`src/rtl/reg_pkg.sv`:
```
// ---------------------------------------------------------------------------
// reg_pkg -- shared types for the register-file writeback path.
//   XLEN        : data width of a register write
//   REG_ADDR_W  : register index width (register 0 is hardwired, never written)
//   wb_entry_t  : one queued register write {addr, data}
//   src_e       : identifies which producer owns the arbiter grant
// ---------------------------------------------------------------------------
package reg_pkg;

  localparam int XLEN       = 32;
  localparam int REG_ADDR_W = 5;

  typedef logic [REG_ADDR_W-1:0] reg_addr_t;
  typedef logic [XLEN-1:0]       xdata_t;

  typedef struct packed {
    reg_addr_t addr;
    xdata_t    data;
  } wb_entry_t;

  typedef enum logic {
    SRC_ALU = 1'b0,
    SRC_MEM = 1'b1
  } src_e;

endpackage : reg_pkg

```
`src/rtl/wb_fifo.sv`:
```
// ---------------------------------------------------------------------------
// wb_fifo -- circular queue of pending register writes.
//   clk, rst_n            : clock, asynchronous active-low reset
//   push_i, push_entry_i  : enqueue an entry at the tail (ignored when full)
//   pop_i                 : dequeue the head (ignored when empty)
//   full_o, empty_o       : occupancy flags
//   count_o               : number of occupied entries (0..DEPTH)
//   head_o                : oldest entry, combinational from storage
//   cmp_addr0/1_i         : register indices to search for
//   match0/1_o            : per-slot hit vectors, only occupied slots can hit
// ---------------------------------------------------------------------------
module wb_fifo
  import reg_pkg::*;
#(
  parameter  int DEPTH = 4,
  localparam int PTR_W = $clog2(DEPTH),
  localparam int CNT_W = PTR_W + 1
) (
  input  logic             clk,
  input  logic             rst_n,
  input  logic             push_i,
  input  wb_entry_t        push_entry_i,
  input  logic             pop_i,
  output logic             full_o,
  output logic             empty_o,
  output logic [CNT_W-1:0] count_o,
  output wb_entry_t        head_o,
  input  reg_addr_t        cmp_addr0_i,
  input  reg_addr_t        cmp_addr1_i,
  output logic [DEPTH-1:0] match0_o,
  output logic [DEPTH-1:0] match1_o
);

  wb_entry_t        mem_q [DEPTH];
  logic [PTR_W-1:0] wr_ptr_q, wr_ptr_d;
  logic [PTR_W-1:0] rd_ptr_q, rd_ptr_d;
  logic [CNT_W-1:0] count_q, count_d;

  logic             do_push;
  logic             do_pop;
  logic [DEPTH-1:0] occupied;
  logic [PTR_W-1:0] offset;

  assign full_o  = (count_q == CNT_W'(DEPTH));
  assign empty_o = (count_q == '0);
  assign count_o = count_q;
  assign head_o  = mem_q[rd_ptr_q];

  // Guard against over/underflow even if the caller misbehaves.
  assign do_push = push_i && !full_o;
  assign do_pop  = pop_i && !empty_o;

  // Pointers are PTR_W bits wide, so the increment wraps modulo DEPTH.
  always_comb begin
    wr_ptr_d = wr_ptr_q + PTR_W'(do_push);
    rd_ptr_d = rd_ptr_q + PTR_W'(do_pop);
    count_d  = count_q + CNT_W'(do_push) - CNT_W'(do_pop);
  end

  // NOTE: sequential state uses non-blocking assignments so every register
  // samples its pre-edge value regardless of statement order.
  always_ff @(posedge clk or negedge rst_n) begin
    if (!rst_n) begin
      wr_ptr_q <= '0;
      rd_ptr_q <= '0;
      count_q  <= '0;
    end else begin
      wr_ptr_q <= wr_ptr_d;
      rd_ptr_q <= rd_ptr_d;
      count_q  <= count_d;
    end
  end

  // NOTE: storage has no reset; occupancy is tracked by count/pointers, so
  // stale contents are never observable and the array maps to plain RAM.
  always_ff @(posedge clk) begin
    if (do_push) begin
      mem_q[wr_ptr_q] <= push_entry_i;
    end
  end

  // A slot is occupied when its distance from the read pointer (mod DEPTH)
  // is below the current count. The head slot popping this cycle still hits.
  // NOTE: every always_comb output gets a default first so no path can
  // leave it unassigned and infer a latch.
  always_comb begin
    occupied = '0;
    match0_o = '0;
    match1_o = '0;
    offset   = '0;
    for (int i = 0; i < DEPTH; i++) begin
      offset      = PTR_W'(i) - rd_ptr_q;
      occupied[i] = ({1'b0, offset} < count_q);
      match0_o[i] = occupied[i] && (mem_q[i].addr == cmp_addr0_i);
      match1_o[i] = occupied[i] && (mem_q[i].addr == cmp_addr1_i);
    end
  end

endmodule : wb_fifo

```
`src/rtl/reg_wb.sv`:
```
// ---------------------------------------------------------------------------
// reg_wb -- register-file writeback stage.
// Two producers (ALU results, load results) feed a shared writeback queue
// through a round-robin arbiter; the queue drains into the single register
// file write port whenever it is not stalled.
//   clk, rst_n                              : clock, async active-low reset
//   alu_valid/alu_ready/alu_addr/alu_data   : ALU result handshake
//   mem_valid/mem_ready/mem_addr/mem_data   : load result handshake
//   wb_stall                                : write port busy this cycle
//   wb_waddr/wb_wdata/wb_wren               : register file write port
//   pend_addr0/pend0, pend_addr1/pend1      : hazard query, 1 when a write to
//                                             that register is still queued
// Writes to register 0 complete their handshake but are dropped.
// ---------------------------------------------------------------------------
module reg_wb
  import reg_pkg::*;
#(
  parameter int DEPTH = 4  // power of two, >= 2
) (
  input  logic                  clk,
  input  logic                  rst_n,
  input  logic                  alu_valid,
  output logic                  alu_ready,
  input  logic [REG_ADDR_W-1:0] alu_addr,
  input  logic [XLEN-1:0]       alu_data,
  input  logic                  mem_valid,
  output logic                  mem_ready,
  input  logic [REG_ADDR_W-1:0] mem_addr,
  input  logic [XLEN-1:0]       mem_data,
  input  logic                  wb_stall,
  output logic [REG_ADDR_W-1:0] wb_waddr,
  output logic [XLEN-1:0]       wb_wdata,
  output logic                  wb_wren,
  input  logic [REG_ADDR_W-1:0] pend_addr0,
  output logic                  pend0,
  input  logic [REG_ADDR_W-1:0] pend_addr1,
  output logic                  pend1
);

  localparam int CNT_W = $clog2(DEPTH) + 1;

  // Arbiter and reset-release state.
  src_e last_q, last_d;
  logic init_q;  // 0 from reset until the first edge after release

  // Queue interface.
  logic             fifo_full;
  logic             fifo_empty;
  logic [CNT_W-1:0] fifo_count;
  wb_entry_t        fifo_head;
  wb_entry_t        push_entry;
  logic             push;
  logic [DEPTH-1:0] match0;
  logic [DEPTH-1:0] match1;

  logic grant_alu;
  logic grant_mem;
  logic has_room;
  logic xfer;

  // Round-robin: a lone requester wins; on contention the source that did
  // not win the last completed transfer wins.
  always_comb begin
    grant_alu = 1'b0;
    grant_mem = 1'b0;
    if (alu_valid && mem_valid) begin
      grant_alu = (last_q == SRC_MEM);
      grant_mem = (last_q == SRC_ALU);
    end else begin
      grant_alu = alu_valid;
      grant_mem = mem_valid;
    end
  end

  // Room is judged on the current count only: a pop in the same cycle does
  // not open a slot until the following cycle.
  assign has_room  = init_q && (fifo_count < CNT_W'(DEPTH));
  assign alu_ready = grant_alu && has_room;
  assign mem_ready = grant_mem && has_room;
  assign xfer      = (alu_valid && alu_ready) || (mem_valid && mem_ready);

  always_comb begin
    push_entry.addr = alu_addr;
    push_entry.data = alu_data;
    if (grant_mem) begin
      push_entry.addr = mem_addr;
      push_entry.data = mem_data;
    end
  end

  // Register 0 is never written, so such transfers are simply absorbed.
  assign push = xfer && (push_entry.addr != '0);

  // The grant flag only moves when a transfer actually completes.
  always_comb begin
    last_d = last_q;
    if (xfer) begin
      last_d = grant_mem ? SRC_MEM : SRC_ALU;
    end
  end

  always_ff @(posedge clk or negedge rst_n) begin
    if (!rst_n) begin
      last_q <= SRC_MEM;  // ALU wins the first contended cycle
      init_q <= 1'b0;
    end else begin
      last_q <= last_d;
      init_q <= 1'b1;
    end
  end

  wb_fifo #(
    .DEPTH (DEPTH)
  ) u_fifo (
    .clk          (clk),
    .rst_n        (rst_n),
    .push_i       (push),
    .push_entry_i (push_entry),
    .pop_i        (wb_wren),
    .full_o       (fifo_full),
    .empty_o      (fifo_empty),
    .count_o      (fifo_count),
    .head_o       (fifo_head),
    .cmp_addr0_i  (pend_addr0),
    .cmp_addr1_i  (pend_addr1),
    .match0_o     (match0),
    .match1_o     (match1)
  );

  // Write port: head entry straight from storage; enable gated by stall.
  assign wb_waddr = fifo_head.addr;
  assign wb_wdata = fifo_head.data;
  assign wb_wren  = !fifo_empty && !wb_stall;

  // Register 0 is never pending, even if a stale slot holds index 0.
  assign pend0 = (pend_addr0 != '0) && (|match0);
  assign pend1 = (pend_addr1 != '0) && (|match1);

  // Full flag and count must always agree.
  a_full_consistent : assert property (
    @(posedge clk) disable iff (!rst_n)
    fifo_full == (fifo_count == CNT_W'(DEPTH))
  );

endmodule : reg_wb

```
`config.mk`:
```
export PLATFORM = sky130hd
export DESIGN_NAME = reg_wb
export DESIGN_NICKNAME = d
export VERILOG_FILES = /design/src/rtl/reg_pkg.sv /design/src/rtl/wb_fifo.sv /design/src/rtl/reg_wb.sv
export SDC_FILE = /design/constraint.sdc
export NUM_CORES = 1
export LEC_CHECK = 0
export CAP_MARGIN = 25
export CORE_AREA = 2 2 135 137
export DETAILED_ROUTE_END_ITERATION = 16
export DIE_AREA = 0 0 137 139
export GPL_ROUTABILITY_DRIVEN = 0
export MAX_ROUTING_LAYER = met4
export PLACE_DENSITY = 0.68
export SYNTH_ARGS = -nofsm -noshare
export SYNTH_HDL_FRONTEND = slang
export SYNTH_SLANG_ARGS = --single-unit
```
`constraint.sdc`:
```
create_clock -name clk -period 5.8 [get_ports clk]
set_clock_uncertainty 0.15 [all_clocks]
set_input_delay 0.58 -clock clk [delete_from_list [all_inputs] [get_ports clk]]
set_output_delay 0.58 -clock clk [all_outputs]
set_load 0.02 [all_outputs]
```
# Word-level counts from Yosys, hierarchy flattened
# Memories as Yosys holds them, arrays and structs flattened.
# Cells that the tools add are included.
[classes]
n_addsub = 8
magnitude_cmp = 5
n_eq_ne = 9
mux = 6
n_reduce_logical = 30
n_bitwise = 1
[op_table]
columns = ["cell", "n"]
rows = [
  ["$eq 5x5->1", 8],
  ["$mux 37", 1],
  ["$logic_and 1x1->1", 20],
  ["$reduce_bool 5->1", 3],
  ["$lt 2x3->1", 4],
  ["$reduce_or 4->1", 2],
  ["$mux 1", 5],
  ["$add 2x1->2", 2],
  ["$sub 1x2->2 const A", 2],
  ["$sub 2x2->2 const A", 2],
  ["$add 3x1->3", 1],
  ["$eq 3x3->1 const B", 1],
  ["$logic_not 1->1", 3],
  ["$logic_not 3->1", 1],
  ["$lt 3x3->1 const B", 1],
  ["$sub 3x1->3", 1],
  ["$logic_or 1x1->1", 1],
  ["$not 1->1", 1],
]
[word_totals]
regBits = 9
n_memories = 1
output_inout_bits = 42
wordCells = 65
mem_bits_rw = 148
inputBits = 89
[mem_list]
columns = ["name", "words", "word_bits", "rd", "rd_ports_with_merged_regs", "write_ports", "line_no", "text"]
rows = [
  ["u_fifo.mem_q", 4, 37, 5, 0, 1, "wb_fifo.sv:34", "wb_entry_t mem_q [DEPTH];"],
]

# Logic depth before layout (Yosys ltp)
# Gate-level depths: netlist of run 1.
[logic_depth]
word_depth = 9
mapped_depth = 11
depth_no_buf = 10

# Cells and area by module
# Synthesis of run 1 repeated with hierarchy kept, for this count alone.
[hier_totals]
hier_cells = 367
area_unflattened_um2 = 7081.8
[by_module_without_submodules]
columns = ["module", "cells_each", "area_per_inst_um2", "seq_area_each_um2", "n_inst"]
rows = [
  ["wb_fifo", 302, 6409.9, 4619.4, 1],
  ["reg_wb", 65, 671.9, 51.3, 1],
]

# Worst setup path after synthesis of run 1
# OpenSTA, ideal clock, no wires.
[synth_timing]
kind = "in2reg"
start = "input mem_valid"
end = "memory u_fifo.mem_q[0][0] in the netlist's numbering, enable pin"
arrival_ns = 4.857
path_slack_ns = 0.269
t_required_ns = 5.126
path_buffers = 1
path_stages = 6
path_cell_list = "a21boi_2 -> buf_6 -> mux2_2 -> nor3_2 -> nor3b_4 -> nor4_1"
[synth_rtl]
columns = ["element", "line_no", "text"]
rows = [
  ["from (decl)", "reg_wb.sv:26", "input logic mem_valid,"],
  ["to (decl)", "wb_fifo.sv:34", ""],
]

# Worst setup path after layout of run 1
[layout_timing]
start = "register u_fifo.count_q[1], in the netlist u_fifo.count_o[1]"
end = "output pend1"
[layout_via]
elab_chain_len = 4
[layout_rtl]
columns = ["element", "line_no", "text"]
rows = [
  ["from (decl)", "wb_fifo.sv:37", "logic [CNT_W-1:0] count_q, count_d;"],
  ["from (signal assigned)", "wb_fifo.sv:70", "count_q <= count_d;"],
  ["$lt 2x3->1", "wb_fifo.sv:93", "occupied[i] = ({1'b0, offset} < count_q);"],
  ["$logic_and 1x1->1", "wb_fifo.sv:95", "match1_o[i] = occupied[i] && (mem_q[i].addr == cmp_addr1_i);"],
  ["$reduce_or 4->1 *", "reg_wb.sv:137", "assign pend1 = (pend_addr1 != '0) && (|match1);"],
  ["$logic_and 1x1->1 *", "reg_wb.sv:137", ""],
  ["to (decl)", "reg_wb.sv:37", "output logic pend1"],
]
# Mark *: on every way between the ends. The rest lies on a longest branch, timed or not.

==> reports/summary.json, run 1 <==
{
  "root_buffer": "clkbuf_16",
  "placed_cells": 714,
  "yosysUniqueCellTypes": 35,
  "worstHoldPathType": "in -> async",
  "crit-reg2reg-launch": "last_q",
  "maxcap_violations": 0,
  "fmax_ghz": 0.279,
  "post_synthesis_cell_type_with_the_largest_combined_area": "edfxtp_1",
  "worst_ep_required_time_ns": 5.07,
  "cellPowerDensity_nw_per_um2": 454,
  "htree_num_levels": 4,
  "yosys_warnings": 0,
  "via_count": 3775,
  "postRouteWirelength_um": 14400,
  "hpwlAfterDp_um": 9830,
  "num_antenna_cells": 0,
  "synth.top_cells.by_area": "edfxtp_1 (64%), mux4_2 (12%), mux2_2 (5.9%)",
  "synth-edff-count": 148,
  "drive_gt1_frac": 0.243,
  "synth_area_sq_um": 6920,
  "endpoint_kind": "output pin",
  "layout.nets": 603,
  "filler_cell_count": 1427,
  "synth-main-ff-cell": "edfxtp_1",
  "finalHoldViolCount": 0,
  "cts_tree": "done",
  "detail_route.vias_per_cell": 5.05,
  "period_share": 0.619,
  "vias_in_the_first_global_route": 4145,
  "cts_resized": 0,
  "cts_buffer_depth": 2,
  "critical_path.max_fanout": 4,
  "die_outline_width_um": 137,
  "setup_violations": 0,
  "irDropWorstVdd_mv": 0.205,
  "route.antenna.remaining_nets": 0,
  "placementRows": 49,
  "timing.critical_path.arrival_ns": 2.86,
  "synthArstFlopShare": 0.0573,
  "grt_max_degree": 42,
  "floorplan.io_pins": 131,
  "syn_nets": 468,
  "tritoncts_buffers": 17,
  "synthDominantCellAreaShare": 0.643,
  "final_common_cell": "edfxtp_1",
  "die-area_sq_um": 19000,
  "drc": 0,
  "clk_latency_ns": 0.42,
  "routedWlPerCell_um": 19.2,
  "timing.setup.tns_ns": 0,
  "finalWorstPathRequiredPeriod_ns": 3.59,
  "synth.avg_cell_area_sq_um": 18.7,
  "drt_first_iter_violations": 177,
  "criticalPathCategory": "reg -> out",
  "post_synth_inst_count": 370,
  "timing.critical_path.from": "u_fifo.count_o[1]",
  "grt_setup_unrepaired": "no",
  "ctsHoldBuffers": 0,
  "power_mw": 4.14,
  "setup.worst_path.start_class": "flop",
  "clkSlewWorstSetupHoldPaths_ns": 0.06,
  "grt.overflow.total": 0,
  "numPortBuffers": 130,
  "outcome": "finished clean",
  "initial_utilization": 0.392,
  "number_of_antenna_violations_at_the_first_check_in_global_routing": 0,
  "drv_slew": 0,
  "ys_seq_area_frac": 0.675,
  "number_of_search_and_repair_iterations_in_the_first_detailed_routing_pass": 4,
  "tritoncts_num_sinks": 157,
  "areaGrowthSynthToFinish_pct": 31.8,
  "synth.ff_latch_count": 157,
  "wire_length_of_the_first_global_routing_pass_um": 23100,
  "die-height_um": 139,
  "fin_cells": 747,
  "mostFrequentLayoutCells": "edfxtp_1 (148), clkdlybuf4s50_1 (130), mux4_2 (37)",
  "design.core.area_sq_um": 17700,
  "timing.max_slew.rel_slack": 0.377,
  "post_cts.repair.setup_buffers": 0,
  "p_leak_nw": 3.02,
  "worst-slew-pin-transition_ns": 0.931,
  "track_usage": 0.167,
  "hold-worst-slack_ns": 0.326
}
worst paths after layout:
| check | end | slack (ns) | cells past startpoint |
|---|---|---|---|
| max | pend1 | 2.21 | 8 |
| min | init_q | 0.33 | 1 |
| max reg2reg | u_fifo.mem_q[2][6] | 2.61 | 6 |
| min reg2reg | last_q | 0.41 | 2 |
| max in group asynchronous | u_fifo.rd_ptr_q[0] | 4.84 | 1 |
| min in group clk | last_q | 0.41 | 2 |
sequential cells by signal, indices dropped and copies added, names as in the netlist:
register	count
init_q	1
last_q	1
u_fifo.count_o	3
u_fifo.mem_q	148
u_fifo.rd_ptr_q	2
u_fifo.wr_ptr_q	2
metrics by stage:
stage	setup WS (ns)	cell area, sq um	utilization
4_1_cts	1.61	9090	0.515
2_1_floorplan	0.269	6920	-
5_1_grt	1.86	9110	0.516
3_5_place_dp	1.80	8500	0.481
6_report	2.21	9110	0.516
3_3_place_gp	1.91	8500	0.481
synthesized netlist by cell type (all sizes together) (4+ instances only):
| library cell | count |
|---|---|
| nor2 | 4 |
| buf | 10 |
| xor2 | 18 |
| clkbuf | 13 |
| inv | 10 |
| nand3 | 8 |
| mux4 | 37 |
| ha | 8 |
| xnor2 | 27 |
| a21oi | 5 |
| nor3 | 5 |
| edfxtp | 148 |
| mux2 | 37 |
| nor4 | 11 |
| dfrtp | 8 |
cell families after synthesis:
| group | share of synthesized area |
|---|---|
| AO/OA/AOI/OAI | 0.0127 |
| XOR/XNOR | 0.0570 |
| adder cells (fa/ha/maj) | 0.0174 |
| buffers and inverters | 0.0210 |
| flip-flops | 0.675 |
| multiplexers | 0.181 |
| other | 0.000542 |
| AND/OR/NAND/NOR | 0.0349 |
layer usage:
metal | vias to the layer above | GRT usage | routed length, um
li1 | 1731 | - | -
met1 | 1916 | 0.208 | 6110
met2 | 110 | 0.275 | 7530
met3 | 18 | 0.0355 | 556
met4 | 0 | 0.0472 | 184
met5 | - | - | 0
layout make-up:
type,instances,area [sq um],area share
inverters,10,37.5,0.00412
flip-flops and latches,157,4670,0.513
clock buffers,17,425,0.0467
well taps,229,287,0.0314
repair buffers,139,1380,0.152
multi-input cells,180,2140,0.234
clock inverters,15,174,0.0191
where the power goes:
part | leakage, nW | switching (mW) | internal, mW
sequential | 1.44 | 0.0958 | 1.43
clock | 0.295 | 0.466 | 0.651
combinational | 1.29 | 0.747 | 0.751
critical path, cell delays in order (launching register included):
cell and delay [ns]:
dfrtp_1 0.46, inv_1 0.14, ha_1 0.33, a21boi_0 0.13, o21ba_2 0.23, nor4_1 0.31, nor4_1 0.10, a21oi_1 0.13
clkdlybuf4s50_1 0.61
No activity file was read; power rests on OpenSTA's default activity.
==> run 2: changes to the inputs <==
--- a/config.mk
+++ b/config.mk
@@ -11,7 +11,7 @@
 export DIE_AREA = 0 0 137 139
 export GPL_ROUTABILITY_DRIVEN = 0
 export MAX_ROUTING_LAYER = met4
-export PLACE_DENSITY = 0.68
+export PLACE_DENSITY = 0.65
 export SYNTH_ARGS = -nofsm -noshare
 export SYNTH_HDL_FRONTEND = slang
 export SYNTH_SLANG_ARGS = --single-unit
==> constraint.sdc (replaced) <==
create_clock -name clk -period 3.6 [get_ports clk]
set_clock_uncertainty 0.15 [all_clocks]
set_input_delay 0.36 -clock clk [delete_from_list [all_inputs] [get_ports clk]]
set_output_delay 0.36 -clock clk [all_outputs]
set_load 0.02 [all_outputs]
==> run 2 against run 1 <==
  * Core utilization up 0.56 points
  * Highest routed layer unchanged
  * Sequential cell count unchanged
  * Cell area up 1.1%
  * First-iteration DRC count decreased by 16%
==> reports/summary.json, run 2 (synthesized netlist as in run 1, its figures left out) <==
{
  "power_report.internal_total_mw": 4.51,
  "cts_buffer_depth": 2,
  "flip_flop_count_of_the_largest_register_all_copies_and_words_added": 148,
  "hpwlAfterDp_um": 9950,
  "floorplan.io_pins": 131,
  "clkPwrFrac": 0.258,
  "sequential_cell_area_sq_um": 4670,
  "clkSlewWorstSetupHoldPaths_ns": 0.06,
  "filler_cell_count": 1447,
  "setup.worst_path.start_class": "flop",
  "mostFrequentLayoutCells": "edfxtp_1 (148), clkdlybuf4s50_1 (130), mux4_2 (37)",
  "cpMostUsedCell": "buf_4",
  "critical_path.cell_chain": "buf_4, buf_4, mux4_2, clkdlybuf4s50_1",
  "finalWorstPathRequiredPeriod_ns": 3.32,
  "via_count": 3797,
  "root_buffer": "clkbuf_16",
  "period_share": 0.922,
  "worst_path_largest_cell_delay_ns": 0.63,
  "tritoncts_buffers": 17,
  "timing.setup.tns_ns": 0,
  "setup_violations": 0,
  "critical_path.max_fanout": 27,
  "route.antenna.remaining_nets": 0,
  "postRouteWirelength_um": 14200,
  "grt_setup_unrepaired": "no",
  "finalHoldViolCount": 0,
  "die_outline_width_um": 137,
  "htree_num_levels": 4,
  "drc": 0,
  "worstHoldPathType": "in -> async",
  "cts_resized": 0,
  "fmax_ghz": 0.301,
  "placementRows": 49,
  "placement.setup.worst_slack_ns": -0.0701,
  "endpoint_kind": "output pin",
  "cellPowerDensity_nw_per_um2": 719,
  "proportion_of_power_drawn_by_combinational_gates": 0.375,
  "die-height_um": 139,
  "vias_in_the_first_global_route": 4068,
  "maxcap_violations": 0,
  "initial_utilization": 0.392,
  "drt_first_iter_violations": 149,
  "timing.critical_path.arrival_ns": 2.81,
  "track_usage": 0.162,
  "multi_input_area_sq_um": 2150,
  "worst_ep_required_time_ns": 3.09,
  "end_of_flow_core_utilization": 0.522,
  "tritoncts_num_sinks": 157,
  "cpLargestDelayFamily": "buffers and inverters",
  "criticalPathCategory": "reg -> out",
  "drive_gt1_frac": 0.259,
  "ctsHoldBuffers": 0,
  "hold-worst-slack_ns": 0.105,
  "routedWlPerCell_um": 18.8,
  "netSwitchingPower_mw": 2.11,
  "layout.nets": 613,
  "detail_route.vias_per_cell": 5.02,
  "post_cts.repair.setup_buffers": 0,
  "num_antenna_cells": 0,
  "cp.buffers_inverters": 3,
  "die-area_sq_um": 19000,
  "irDropWorstVdd_mv": 0.368,
  "areaGrowthSynthToFinish_pct": 33.2,
  "drv_slew": 0,
  "number_of_antenna_violations_at_the_first_check_in_global_routing": 0,
  "power_switching_share": 0.319,
  "critical-path-slowest-cell": "mux4_2",
  "design.core.area_sq_um": 17700,
  "share_seq_of_total_power": 0.367,
  "outcome": "finished clean",
  "number_of_search_and_repair_iterations_in_the_first_detailed_routing_pass": 4,
  "clk_latency_ns": 0.41,
  "post-route-worst-setup-slack_ns": 0.282,
  "p_leak_nw": 3.06,
  "wire_length_of_the_first_global_routing_pass_um": 22300,
  "largest_register": "u_fifo.mem_q",
  "grt.overflow.total": 0,
  "cts_tree": "done",
  "numPortBuffers": 130,
  "timing.max_slew.rel_slack": 0.367,
  "final_common_cell": "edfxtp_1",
  "grt_max_degree": 39,
  "worst-slew-pin-transition_ns": 0.942
}
==> run 2: metrics by stage <==
| stage | power (mW) | instance area [sq um] | cells |
|---|---|---|---|
| floorplan | 3.98 | 6950 | 370 |
| global route | 6.94 | 9210 | 757 |
| CTS | 6.73 | 9200 | 756 |
| global placement | 4.96 | 8620 | 724 |
| detailed placement | 4.99 | 8620 | 724 |
| finish | 6.62 | 9210 | 757 |
==> run 2: area by class of cell <==
type                       count  area share
tap                          229      0.0311
timing repair buffer         149       0.161
inverter                      10     0.00407
clock inverter                15      0.0167
sequential                   157       0.507
clock buffer                  17      0.0462
multi-input combinational    180       0.234
==> run 2: final timing paths <==
kind	startpoint	slack [ns]	depth (start not counted)	endpoint
min in group clk	last_q	0.41	2	last_q
max	u_fifo.rd_ptr_q[0]	0.28	4	wb_wdata[16]
min	rst_n	0.10	1	u_fifo.count_o[2]
max reg2reg	last_q	0.56	7	u_fifo.mem_q[0][15]
min reg2reg	last_q	0.41	2	last_q
max in group asynchronous	rst_n	2.87	1	last_q
==> run 2: layer usage <==
layer	GRT usage	share of wire	vias up
met1	0.203	0.43	1932
li1	-	-	1748
met3	0.0292	0.028	15
met2	0.266	0.53	102
met4	0.0564	0.013	0
met5	-	0	-
==> run 2: power groups by stage <==
stage,clock network (mW),logic [mW],registers [mW]
2_1_floorplan,0,1.55,2.43
3_3_place_gp,0,2.50,2.46
3_5_place_dp,0,2.51,2.47
4_1_cts,1.75,2.54,2.44
5_1_grt,1.82,2.66,2.46
6_report,1.71,2.48,2.43
